$ cat config.mk
export PLATFORM = sky130hd
export DESIGN_NAME = tile_dispatcher
export DESIGN_NICKNAME = d
export VERILOG_FILES = /design/src/rtl/fractal_pkg.sv /design/src/rtl/tile_job_buffer.sv /design/src/rtl/tile_dispatcher.sv
export SDC_FILE = /design/constraint.sdc
export NUM_CORES = 1
export LEC_CHECK = 0
export ABC_AREA = 0
export BUFFER_PORTS_ARGS = -buffer_cell sky130_fd_sc_hd__buf_2
export CORE_MARGIN = 3
export CORE_UTILIZATION = 37
export DETAILED_ROUTE_END_ITERATION = 6
export SYNTH_ARGS = -nofsm -noshare
export SYNTH_HDL_FRONTEND = slang
export SYNTH_SLANG_ARGS = --single-unit
$ cat constraint.sdc
create_clock -name clock -period 23.5 [get_ports clock]
set_input_delay 5.875 -clock clock [delete_from_list [all_inputs] [get_ports clock]]
set_output_delay 5.875 -clock clock [all_outputs]
set_load 0.005 [all_outputs]
$ cat src/rtl/fractal_pkg.sv
// fractal_pkg: constants shared with tile_solver and the tile_dispatcher FSM encoding.
package fractal_pkg;
  localparam int DEFAULT_LIMB_INDEX_BITS = 6;
  localparam int DEFAULT_LIMB_SIZE_BITS = 27;
  typedef enum logic [2:0] {
    IDLE,
    WR_REAL,
    WR_IMAG,
    START,
    WAIT_DROP,
    WAIT_DONE
  } disp_state_e;
endpackage

$ cat src/rtl/tile_job_buffer.sv
// tile_job_buffer: one-entry pending job register with valid/ready handshake.
module tile_job_buffer #(
  parameter int W = 1
) (
  input  logic         clock,
  input  logic         reset,
  input  logic         valid_i,
  output logic         ready_o,
  input  logic [W-1:0] data_i,
  input  logic         pop_i,
  output logic         full_o,
  output logic [W-1:0] data_o
);
  // accept only when empty and pop only when full, so the two never collide
  always_ff @(posedge clock or posedge reset)
    if (reset) begin
      ready_o <= 1'b1;
      full_o  <= 1'b0;
      data_o  <= '0;
    end else if (valid_i && ready_o) begin
      ready_o <= 1'b0;
      full_o  <= 1'b1;
      data_o  <= data_i;
    end else if (pop_i) begin
      ready_o <= 1'b1;
      full_o  <= 1'b0;
    end
endmodule

$ cat src/rtl/tile_dispatcher.sv
// tile_dispatcher: buffers tile jobs and streams their limbs into tile_solver, then pulses start.
// Define TILE_DISPATCHER_STATS_EN to add the jobs_done and stall_cycles counters.
module tile_dispatcher
  import fractal_pkg::*;
#(
  parameter int LIMB_INDEX_BITS = DEFAULT_LIMB_INDEX_BITS,
  parameter int LIMB_SIZE_BITS  = DEFAULT_LIMB_SIZE_BITS,
  parameter int NUM_LIMBS       = 4
) (
  input  logic                                clock,
  input  logic                                reset,
  input  logic                                job_valid,
  output logic                                job_ready,
  input  logic [NUM_LIMBS*LIMB_SIZE_BITS-1:0] job_real,
  input  logic [NUM_LIMBS*LIMB_SIZE_BITS-1:0] job_imag,
  input  logic [31:0]                         job_zoom,
  input  logic [31:0]                         job_addr,
  input  logic                                solver_ready,
  output logic                                write_real_en,
  output logic                                write_imag_en,
  output logic [LIMB_INDEX_BITS-1:0]          write_limb,
  output logic [LIMB_SIZE_BITS-1:0]           write_data,
  output logic [31:0]                         zoom_level,
  output logic [31:0]                         output_addr,
  output logic                                start,
  output logic                                busy
`ifdef TILE_DISPATCHER_STATS_EN
  ,
  output logic [31:0]                         jobs_done,
  output logic [31:0]                         stall_cycles
`endif
);
  localparam int CW = NUM_LIMBS * LIMB_SIZE_BITS;
  localparam int JW = 2 * CW + 64;
  localparam logic [LIMB_INDEX_BITS-1:0] LAST = LIMB_INDEX_BITS'(NUM_LIMBS - 1);

  disp_state_e                state_q, state_d;
  logic [LIMB_INDEX_BITS-1:0] cnt_q, cnt_d, limb_d;
  logic [CW-1:0]              real_q, real_d, imag_q, imag_d;
  logic [31:0]                zoom_d, addr_d;
  logic [LIMB_SIZE_BITS-1:0]  data_d;
  logic [JW-1:0]              pend_data;
  logic                       pend_full, pop, last, wr_real_d, wr_imag_d;

  assign last = cnt_q == LAST;

  tile_job_buffer #(.W(JW)) u_pending (
    .clock  (clock),
    .reset  (reset),
    .valid_i(job_valid),
    .ready_o(job_ready),
    .data_i ({job_real, job_imag, job_zoom, job_addr}),
    .pop_i  (pop),
    .full_o (pend_full),
    .data_o (pend_data)
  );

  // next state plus next values of every registered output, derived from the next state
  always_comb begin
    state_d = state_q;
    cnt_d   = cnt_q;
    real_d  = real_q;
    imag_d  = imag_q;
    zoom_d  = zoom_level;
    addr_d  = output_addr;
    pop     = 1'b0;
    case (state_q)
      IDLE: if (pend_full && solver_ready) begin
        pop = 1'b1;
        {real_d, imag_d, zoom_d, addr_d} = pend_data;
        cnt_d   = '0;
        state_d = WR_REAL;
      end
      WR_REAL: begin
        cnt_d   = last ? '0 : cnt_q + LIMB_INDEX_BITS'(1);
        state_d = last ? WR_IMAG : WR_REAL;
      end
      WR_IMAG: begin
        cnt_d   = last ? '0 : cnt_q + LIMB_INDEX_BITS'(1);
        state_d = last ? START : WR_IMAG;
      end
      START:     state_d = WAIT_DROP;
      WAIT_DROP: state_d = solver_ready ? WAIT_DROP : WAIT_DONE;
      WAIT_DONE: state_d = solver_ready ? IDLE : WAIT_DONE;
      default:   state_d = IDLE;
    endcase
    wr_real_d = state_d == WR_REAL;
    wr_imag_d = state_d == WR_IMAG;
    limb_d    = (wr_real_d || wr_imag_d) ? cnt_d : write_limb;
    data_d    = wr_real_d ? LIMB_SIZE_BITS'(real_d >> (32'(cnt_d) * LIMB_SIZE_BITS)) :
                wr_imag_d ? LIMB_SIZE_BITS'(imag_d >> (32'(cnt_d) * LIMB_SIZE_BITS)) : write_data;
  end

  // FSM, active job and registered solver-facing outputs
  always_ff @(posedge clock or posedge reset)
    if (reset) begin
      state_q       <= IDLE;
      cnt_q         <= '0;
      real_q        <= '0;
      imag_q        <= '0;
      zoom_level    <= '0;
      output_addr   <= '0;
      write_real_en <= 1'b0;
      write_imag_en <= 1'b0;
      write_limb    <= '0;
      write_data    <= '0;
      start         <= 1'b0;
      busy          <= 1'b0;
    end else begin
      state_q       <= state_d;
      cnt_q         <= cnt_d;
      real_q        <= real_d;
      imag_q        <= imag_d;
      zoom_level    <= zoom_d;
      output_addr   <= addr_d;
      write_real_en <= wr_real_d;
      write_imag_en <= wr_imag_d;
      write_limb    <= limb_d;
      write_data    <= data_d;
      start         <= state_d == START;
      busy          <= state_d != IDLE;
    end

`ifdef TILE_DISPATCHER_STATS_EN
  // completed-job counter wraps; stall counter saturates
  always_ff @(posedge clock or posedge reset)
    if (reset) begin
      jobs_done    <= '0;
      stall_cycles <= '0;
    end else begin
      if (state_q == WAIT_DONE && state_d == IDLE) jobs_done <= jobs_done + 32'd1;
      if (state_q == IDLE && pend_full && !solver_ready && stall_cycles != 32'hFFFF_FFFF)
        stall_cycles <= stall_cycles + 32'd1;
    end
`endif
endmodule

==> results_dict.tcl, run 1 <==
set metrics [dict create \
    layout.nets 2632 \
    drc 0 \
    clockRootBuffer "clkbuf_16" \
    crit_fanout 174 \
    worst_pin_slew_ns 1.20 \
    rsz0062_at_grt "no" \
    hold_viol_final 0 \
    io_pins 386 \
    worstSetupPathType "input pin to register" \
    setup_viol 0 \
    cts_made_buffers 69 \
    synth_edf_count 0 \
    min_path_type "register to register" \
    worstPathArrival_ns 9.42 \
    track_usage_pct 19.9 \
    synth_warnings 0 \
    slew_violations 0 \
    power-per-cell-area_mw_per_mm2 98.7 \
    areaGrowthSynthToFinish_pct 19.3 \
    path_clk_slew_ns 0.06 \
    grt_pass1_wl_um 109000 \
    clkLatencyLatePin_ns 0.60 \
    max_freq_ghz 0.112 \
    vias_per_cell 5.10 \
    vias 16700 \
    postRouteAntennaNets 0 \
    crit_path_start_kind "input pin" \
    synth_area_per_cell_um2 12.6 \
    cp-end-kind "register" \
    synth_cell_types 60 \
    synthArstFlopShare_pct 100 \
    clock_sinks 608 \
    drive_gt1_share_pct 38.6 \
    grt_pass1_vias 18000 \
    initial_core_util_pct 37.5 \
    period_share_pct 38.0 \
    die_h_um 267 \
    routed_wl_um 71300 \
    syn_area_mm2 0.0253 \
    synth_top_area_cell "dfrtp_1" \
    ys_seq_area_share_pct 60.2 \
    cts-hold-fix-buffers 0 \
    slew_headroom_pct 19.7 \
    postSynthNetCount 2288 \
    status "completed" \
    die_x_um 267 \
    max_cap_violations 0 \
    synth_ff_type "dfrtp_1" \
    worst_hold_slack_ns 0.455 \
    dp_hpwl_um 48200 \
    htreeDepth 3 \
    cts_buffer_depth 3 \
    fin_util_pct 44.8 \
    grt_remaining_overflow 0 \
    postCtsSetupBuffers 0 \
    drtIter0Drc 1048 \
    dp.cells 3149 \
    postSynthCellCount 2003 \
    synthTopCellsByArea "dfrtp_1 (60%), mux2_2 (15%), nand2_1 (6.9%)" \
    antenna_found_initial 23 \
    design.core.area_mm2 0.0674 \
    first_pass_iters 4 \
    num-fill-cells 6237 \
    synth.top_cell.area_share_pct 60.1 \
    cts_resized 0 \
    p_leak_nw 16.4 \
    post-route-min-period_ns 8.93 \
    port-buffer-count 385 \
    tns_ns 0 \
    die_area_mm2 0.0715 \
    fp-row-count 95 \
    max-vdd-ir-drop_v 0.000111 \
    crit_required_ns 23.99 \
    synth.ff_latch_count 608 \
    finalClockSkew_ns 0.0181 \
    layout.cells.non_filler 3282 \
    cts_tree "done" \
    place.gp.congestion 0.803 \
    grt_max_degree 175 \
    routedWlPerCell_um 21.7 \
]
-- report_power, final --
group | switching (W) | leakage (nW) | internal, W
Clock | 0.000430 | 1.15 | 0.000660
Sequential | 0.0000324 | 8.46 | 0.00108
Combinational | 0.000533 | 6.76 | 0.000243
Total | 0.000995 | 16.4 | 0.00198
-- cell usage after synthesis, types with 23 or more instances --
| master | n |
|---|---|
| nand3_1 | 28 |
| or3_1 | 76 |
| a22o_1 | 27 |
| buf_2 | 40 |
| mux2_2 | 331 |
| clkbuf_1 | 68 |
| o21ai_0 | 23 |
| o211ai_1 | 25 |
| a21oi_1 | 30 |
| nand2_1 | 463 |
| mux2_4 | 54 |
| dfrtp_1 | 607 |
| mux2i_1 | 56 |
| o2111ai_1 | 25 |
| a311oi_1 | 26 |
-- sequential cells by signal, indices dropped and copies added (netlist names) --
register           count
u_pending.ready_o      1
busy                   1
write_real_en          1
zoom_level            32
write_limb             6
state_q                3
start                  1
cnt_q                  6
u_pending.full_o       1
u_pending.data_o     280
write_data            27
imag_q               108
output_addr           32
write_imag_en          1
real_q               108
-- metrics by stage --
step	setup slack (ns)	power (W)	area, µm²
after floorplan	0.605	0.00161	25300
after global placement	14.14	0.00191	27800
after detailed placement	14.09	0.00192	27800
after CTS	14.72	0.00302	30100
after global routing	14.43	0.00311	30200
final	14.57	0.00298	30200
-- final cells by class --
type / instances / area [µm²] / area share [%]
antenna: 9 / 22.5 / 0.0746
clock buffer: 104 / 2130 / 7.07
timing repair buffer: 410 / 2140 / 7.09
sequential: 608 / 15200 / 50.4
multi-input combinational: 1249 / 9330 / 30.9
tap: 873 / 1090 / 3.62
inverter: 9 / 42.5 / 0.141
clock inverter: 20 / 193 / 0.639
-- worst max-delay path: stages --
cell       delay, ns
buf_2           0.17
nand4bb_4       0.46
nor2_4          0.32
buf_12          0.57
buf_4           0.80
mux2_2          0.43
mux2i_1         0.16
o2111ai_1       0.12
a22o_1          0.25
-- placed cells by master, fill, tap and decap left out, types with 3 or more instances in the layout --
master	n
mux2i_1	56
nand2_1	462
dfrtp_1	607
o2111ai_1	25
o21ai_0	23
or3_1	76
a311oi_1	26
a31oi_1	3
o21ai_1	10
clkbuf_1	12
a21oi_1	30
a21o_1	8
inv_1	6
nor2_1	12
clkinv_2	12
buf_2	385
buf_4	23
a22o_1	27
nand2b_1	3
mux2_1	7
mux2_2	331
clkbuf_16	73
clkinvlp_4	4
o211ai_1	25
xnor2_1	3
bufinv_16	3
nand3_1	28
mux2_4	54
diode_2	9
clkbuf_8	19
-- routing by layer --
layer	track usage [%]	part of all wire, %	routed length, µm	up-vias
met5	0	0.22	154	-
met4	7.24	3.4	2410	22
met3	6.24	7.2	5130	137
met2	32.8	48	34500	443
met1	24.6	41	29000	8472
li1	-	-	-	7668
-- cells by family after synthesis --
group | Yosys count | synth area share, %
AOI/OAI and AO/OA | 198 | 5.86
xor gates and xnor gates | 5 | 0.173
adders and majority gates | 1 | 0.0495
buffers and inverters | 146 | 3.08
DFF | 608 | 60.2
muxes | 448 | 20.5
and+or+nand+nor | 597 | 10.2
-- final timing paths --
| path | from | to | slack, ns | cells past startpoint |
|---|---|---|---|---|
| worst min register to register | imag_q[99]$_DFF_PP0_ | imag_q[99]$_DFF_PP0_ | 0.45 | 2 |
| min in group asynchronous | reset | u_pending.data_o[61]$_DFFE_PP0P_ | 5.40 | 2 |
| worst max-delay path | solver_ready | write_data[26]$_DFFE_PP0P_ | 14.57 | 9 |
| max in group asynchronous | reset | imag_q[89]$_DFF_PP0_ | 15.18 | 5 |
| worst max register to register | state_q[0]$_DFF_PP0_ | write_data[26]$_DFFE_PP0P_ | 19.28 | 8 |
| worst min-delay path | imag_q[99]$_DFF_PP0_ | imag_q[99]$_DFF_PP0_ | 0.45 | 2 |
Power figures use the tool's default switching activity.
==> run 2: changes to the inputs <==
--- a/config.mk
+++ b/config.mk
@@ -5,7 +5,7 @@
 export SDC_FILE = /design/constraint.sdc
 export NUM_CORES = 1
 export LEC_CHECK = 0
-export ABC_AREA = 0
+export ABC_AREA = 1
 export BUFFER_PORTS_ARGS = -buffer_cell sky130_fd_sc_hd__buf_2
 export CORE_MARGIN = 3
 export CORE_UTILIZATION = 37
==> constraint.sdc (replaced) <==
create_clock -name clock -period 8.9 [get_ports clock]
set_input_delay 2.225 -clock clock [delete_from_list [all_inputs] [get_ports clock]]
set_output_delay 2.225 -clock clock [all_outputs]
set_load 0.005 [all_outputs]
==> results_dict.tcl, run 2 <==
set metrics [dict create \
    status "completed" \
    die_x_um 275 \
    grt_remaining_overflow 0 \
    port-buffer-count 385 \
    cts_resized 0 \
    antenna_found_initial 15 \
    synth.top_cell.area_share_pct 56.9 \
    p_total_w 0.00786 \
    cts_tree "done" \
    postCtsSetupBuffers 0 \
    largest_reg_flops 280 \
    routed.top_layer "met5" \
    drc 0 \
    drtIter0Drc 2125 \
    cts_made_buffers 69 \
    cts-hold-fix-buffers 0 \
    grt_max_degree 175 \
    regMostFlops "u_pending.data_o" \
    rr_worst_depth 11 \
    worst_hold_slack_ns 0.458 \
    switchingPower_w 0.00277 \
    wl_met2_um 39500 \
    max_cap_violations 0 \
    worstPathArrival_ns 5.54 \
    clkLatencyLatePin_ns 0.61 \
    p_leak_nw 17.5 \
    first_pass_iters 7 \
    die_area_mm2 0.0754 \
    synth.most_common_cell "nand2_1" \
    max_freq_ghz 0.200 \
    min_path_type "register to register" \
    slew_violations 0 \
    postSynthCellCount 3413 \
    die_h_um 275 \
    cts_buffer_depth 3 \
    crit_fanout 88 \
    synth_edf_count 0 \
    clockRootBuffer "clkbuf_16" \
    synth_area_per_cell_um2 7.82 \
    synthTopCellsByArea "dfrtp_1 (57%), nand2_1 (21%), inv_1 (8.5%)" \
    synth_cell_types 29 \
    initial_core_util_pct 37.7 \
    final_cell_mix "nand2_1 (1474), dfrtp_1 (607), inv_1 (606), buf_2 (385), nand3_1 (203)" \
    slew_headroom_pct 32.4 \
    synth_ff_type "dfrtp_1" \
    post-route-min-period_ns 5.01 \
    track_usage_pct 22.3 \
    fp-row-count 97 \
    postRouteAntennaNets 0 \
    cp-end-kind "register" \
    top_regs "u_pending.data_o (280), imag_q (108), real_q (108)" \
    pwr-share-seq_pct 38.0 \
    design.core.area_mm2 0.0708 \
    vias_per_cell 4.66 \
    synth_commonest_cells "nand2_1 (1478), dfrtp_1 (607), inv_1 (607)" \
    layout_commonest_cell "nand2_1" \
    synth.ff_latch_count 608 \
    synth_top_area_cell "dfrtp_1" \
    postSynthNetCount 3698 \
    path_clk_slew_ns 0.06 \
    crit_required_ns 9.44 \
    clockPowerShare_pct 36.8 \
    vias 21900 \
    whs_path_depth 2 \
    setup_viol 0 \
    hold_viol_final 0 \
    clock_sinks 608 \
    routed_wl_um 84800 \
    grt_pass1_vias 21100 \
    worstSetupPathType "input pin to register" \
    syn_area_mm2 0.0267 \
    worst_pin_slew_ns 1.01 \
    p_comb_share_pct 25.2 \
    power-per-cell-area_mw_per_mm2 249 \
    drt-met1-wl_um 35800 \
    io_pins 386 \
    htreeDepth 3 \
    period_share_pct 56.3 \
    tns_ns 0 \
    areaGrowthSynthToFinish_pct 18.4 \
    wl_met3_um 6620 \
    place.gp.congestion 0.899 \
    rsz0062_at_grt "no" \
    finalClockSkew_ns 0.0250 \
    grt_pass1_wl_um 127000 \
    dp_hpwl_um 57600 \
    drive_gt1_share_pct 14.3 \
    routedWlPerCell_um 18.0 \
    synthArstFlopShare_pct 100 \
    ys_seq_area_share_pct 57.0 \
    crit_path_start_kind "input pin" \
    synth_warnings 0 \
    layout.nets 3995 \
    internal_power_w 0.00508 \
    switching_share_pct 35.3 \
    max-vdd-ir-drop_v 0.000184 \
]
==> run 2: cell types whose count changed in the layout (fill, tap and decap cells not counted), sizes merged, moves of 56 or more <==
cell   before   now
o21ai      33   220
nand3      28   205
mux2      392     0
nand4       0    83
inv         8   613
or3        76     1
nand2     464  1479
mux2i      56     0
==> run 2: cells by family (layout without fill, tap and decap cells) <==
group / count (synthesis) / count (layout) / synth area share, %
buffers and inverters: 796 / 1142 / 11.6
adder cells (fa/ha/maj): 1 / 1 / 0.0469
XOR/XNOR: 2 / 2 / 0.0656
AND/OR/NAND/NOR: 1780 / 1780 / 26.9
other: 0 / 5 / 0
AO/OA/AOI/OAI: 226 / 226 / 4.33
flip-flops: 608 / 608 / 57.0
==> run 2: critical path, cell delays in order <==
cell and delay [ns]:
buf_2 0.12, nand2_1 0.18, inv_2 0.04, buf_4 0.39, nand3_4 0.22, buf_4 0.72
buf_4 0.77, o21ai_0 0.27, nand2_1 0.12, nand3_1 0.08, nand3_1 0.10, nand3_1 0.09
nand2_1 0.10
==> run 2: through the flow <==
step	utilization, %	worst slack (ns)	instances	instance area (µm²)
2_1_floorplan	-	-1.62	3413	26700
3_3_place_gp	41.4	3.35	4579	29300
3_5_place_dp	41.4	3.34	4579	29300
4_1_cts	44.7	3.98	4699	31600
5_1_grt	44.7	3.64	4701	31600
6_report	44.7	3.89	4704	31600
==> run 2: path summary, 6_finish.rpt <==
| check | slack (ns) | end | from |
|---|---|---|---|
| max | 3.89 | write_data[23]$_DFFE_PP0P_ | solver_ready |
| min | 0.46 | zoom_level[20]$_DFFE_PP0P_ | u_pending.data_o[52]$_DFFE_PP0P_ |
| max reg2reg | 4.76 | write_data[9]$_DFFE_PP0P_ | state_q[1]$_DFF_PP0_ |
| min reg2reg | 0.46 | zoom_level[20]$_DFFE_PP0P_ | u_pending.data_o[52]$_DFFE_PP0P_ |
| max in group asynchronous | 5.26 | u_pending.data_o[216]$_DFFE_PP0P_ | reset |
| min in group asynchronous | 1.71 | u_pending.data_o[166]$_DFFE_PP0P_ | reset |
==> run 2: layout make-up <==
cell class	count	area, µm²
well taps	940	1180
diodes	5	12.5
inverters	613	2310
fillers	7095	39100
repair buffers	409	2170
multi-input cells	2009	8420
clock inverters	17	214
flip-flops and latches	608	15200
clock buffers	103	2090
==> run 2: power groups by stage <==
stage,combinational [W],sequential (W),clock (W)
finish,0.00198,0.00299,0.00289
global route,0.00213,0.00299,0.00307
CTS,0.00194,0.00298,0.00296
detailed placement,0.00194,0.00303,0
global placement,0.00194,0.00303,0
floorplan,0.00119,0.00297,0
==> run 2: routing by layer <==
metal | up-vias | GRT usage (%)
met5 | - | 0
met4 | 10 | 7.43
met3 | 138 | 5.90
met2 | 650 | 35.3
met1 | 10300 | 29.8
li1 | 10800 | -
==> run 3: changes to the inputs <==
==> constraint.sdc (replaced) <==
create_clock -name clock -period 4.3 [get_ports clock]
set_input_delay 1.075 -clock clock [delete_from_list [all_inputs] [get_ports clock]]
set_output_delay 1.075 -clock clock [all_outputs]
set_load 0.005 [all_outputs]
==> results_dict.tcl, run 3 (synthesis results as in run 2) <==
set metrics [dict create \
    status "completed" \
    cts_made_buffers 70 \
    drtIter0Drc 2059 \
    cts-hold-fix-buffers 0 \
    p_leak_nw 17.7 \
    setup_viol 0 \
    grt_remaining_overflow 0 \
    max-vdd-ir-drop_v 0.000491 \
    worstPathArrival_ns 3.61 \
    postRouteAntennaNets 0 \
    cts_buffer_depth 3 \
    regMostFlops "u_pending.data_o" \
    cpMostUsedCell "nand3_1" \
    cp_cell_sequence "nor2_4, buf_4, nand3_4, nand2_4, buf_12, nand2_1, nand3_1, nand3_1, nand3_1, nand2_1" \
    die_x_um 275 \
    crit_slowest_cell "nand2_4" \
    postCtsSetupBuffers 0 \
    cp-end-kind "register" \
    max_cap_violations 0 \
    layout.nets 4018 \
    vias_per_cell 4.71 \
    io_pins 386 \
    place.gp.congestion 0.916 \
    drive_gt1_share_pct 15.0 \
    critPathMaxStageDelay_ns 0.57 \
    worstSetupPathType "register to register" \
    min_path_type "input pin to asynchronous set/reset pin" \
    vias 22300 \
    grt_max_degree 147 \
    die_h_um 275 \
    path_clk_slew_ns 0.06 \
    clock_sinks 608 \
    max_freq_ghz 0.320 \
    areaGrowthSynthToFinish_pct 19.3 \
    antenna_found_initial 15 \
    fin_area_mm2 0.0318 \
    top_regs "u_pending.data_o (280), imag_q (108), real_q (108)" \
    clkLatencyLatePin_ns 0.61 \
    cts_tree "done" \
    finalClockSkew_ns 0.0261 \
    design.core.area_mm2 0.0708 \
    dp_hpwl_um 59300 \
    worst_pin_slew_ns 0.975 \
    worst_hold_slack_ns 0.451 \
    crit_fanout 54 \
    slew_violations 0 \
    largest_reg_flops 280 \
    die_area_mm2 0.0754 \
    post-route-min-period_ns 3.13 \
    drc 0 \
    routed_wl_um 84800 \
    final_cell_mix "nand2_1 (1474), dfrtp_1 (607), inv_1 (606), buf_2 (385), nand3_1 (203)" \
    hold_viol_final 0 \
    period_share_pct 72.7 \
    routedWlPerCell_um 17.9 \
    placed_cell_area_mm2 0.0295 \
    crit_required_ns 4.78 \
    initial_core_util_pct 37.7 \
    power-per-cell-area_mw_per_mm2 514 \
    crit_path_start_kind "register" \
    layout_commonest_cell "nand2_1" \
    rsz0062_at_grt "no" \
    clockRootBuffer "clkbuf_16" \
    track_usage_pct 22.4 \
    cts_resized 0 \
    htreeDepth 3 \
    fp-row-count 97 \
    num-fill-cells 7109 \
    grt_pass1_wl_um 129000 \
    grt_pass1_vias 21700 \
    first_pass_iters 6 \
    port-buffer-count 385 \
    slew_headroom_pct 35.0 \
]
-- run 3: cell types whose count changed in the layout (fill, tap and decap cells not counted), sizes merged --
cell / before / now
buf: 409 / 431
bufinv: 4 / 1
clkbuf: 103 / 106
clkinv: 11 / 14
inv: 613 / 614
-- run 3: stage by stage --
stage | setup slack [ns] | setup TNS, ns | util, % | instances | power [W]
2_1_floorplan | -5.07 | -3079.80 | - | 3413 | 0.00861
3_3_place_gp | 0.794 | 0 | 41.7 | 4601 | 0.0104
3_5_place_dp | 0.794 | 0 | 41.7 | 4601 | 0.0104
4_1_cts | 1.22 | 0 | 45.0 | 4725 | 0.0164
5_1_grt | 0.987 | 0 | 45.0 | 4730 | 0.0171
6_report | 1.17 | 0 | 45.0 | 4730 | 0.0164
-- run 3: power breakdown --
group / leakage [nW] / total, W / switching, W / internal [W]
clock: 1.14 / 0.00593 / 0.00241 / 0.00352
sequential: 6.47 / 0.00618 / 0.000257 / 0.00593
combinational: 10.0 / 0.00425 / 0.00311 / 0.00114
total: 17.7 / 0.0164 / 0.00578 / 0.0106
-- run 3: area by class of cell --
cell class / instances / area [µm²] / share of cell area, %
Clock buffer: 106 / 2150 / 6.76
Inverter: 613 / 2310 / 7.26
Antenna cell: 5 / 12.5 / 0.0393
Tap cell: 940 / 1180 / 3.69
Clock inverter: 18 / 144 / 0.452
Timing Repair Buffer: 431 / 2410 / 7.57
Sequential cell: 608 / 15200 / 47.8
Multi-Input combinational cell: 2009 / 8420 / 26.4
-- run 3: path summary, 6_finish.rpt --
kind,slack [ns],endpoint,cells past startpoint,start
setup reg to reg,1.17,write_data[13]$_DFFE_PP0P_,10,state_q[1]$_DFF_PP0_
hold reg to reg,0.45,output_addr[7]$_DFFE_PP0P_,2,u_pending.data_o[7]$_DFFE_PP0P_
min in group clock,0.45,output_addr[7]$_DFFE_PP0P_,2,u_pending.data_o[7]$_DFFE_PP0P_
hold / removal,0.45,u_pending.data_o[227]$_DFFE_PP0P_,2,reset
setup / recovery,1.17,write_data[13]$_DFFE_PP0P_,10,state_q[1]$_DFF_PP0_
max in group asynchronous,2.55,imag_q[85]$_DFF_PP0_,4,reset
-- run 3: per-layer routing --
layer,GRT usage [%],routed length [µm]
met1,30.4,35900
met2,35.8,39800
met3,4.15,6000
met4,8.63,3010
met5,0,41
-- run 3: worst max-delay path: cells and delay by family, from the launching register on --
family	cells	cell delay (ns)
buffers and inverters	2	0.68
AND/OR/NAND/NOR	8	1.83
flip-flops	1	0.45
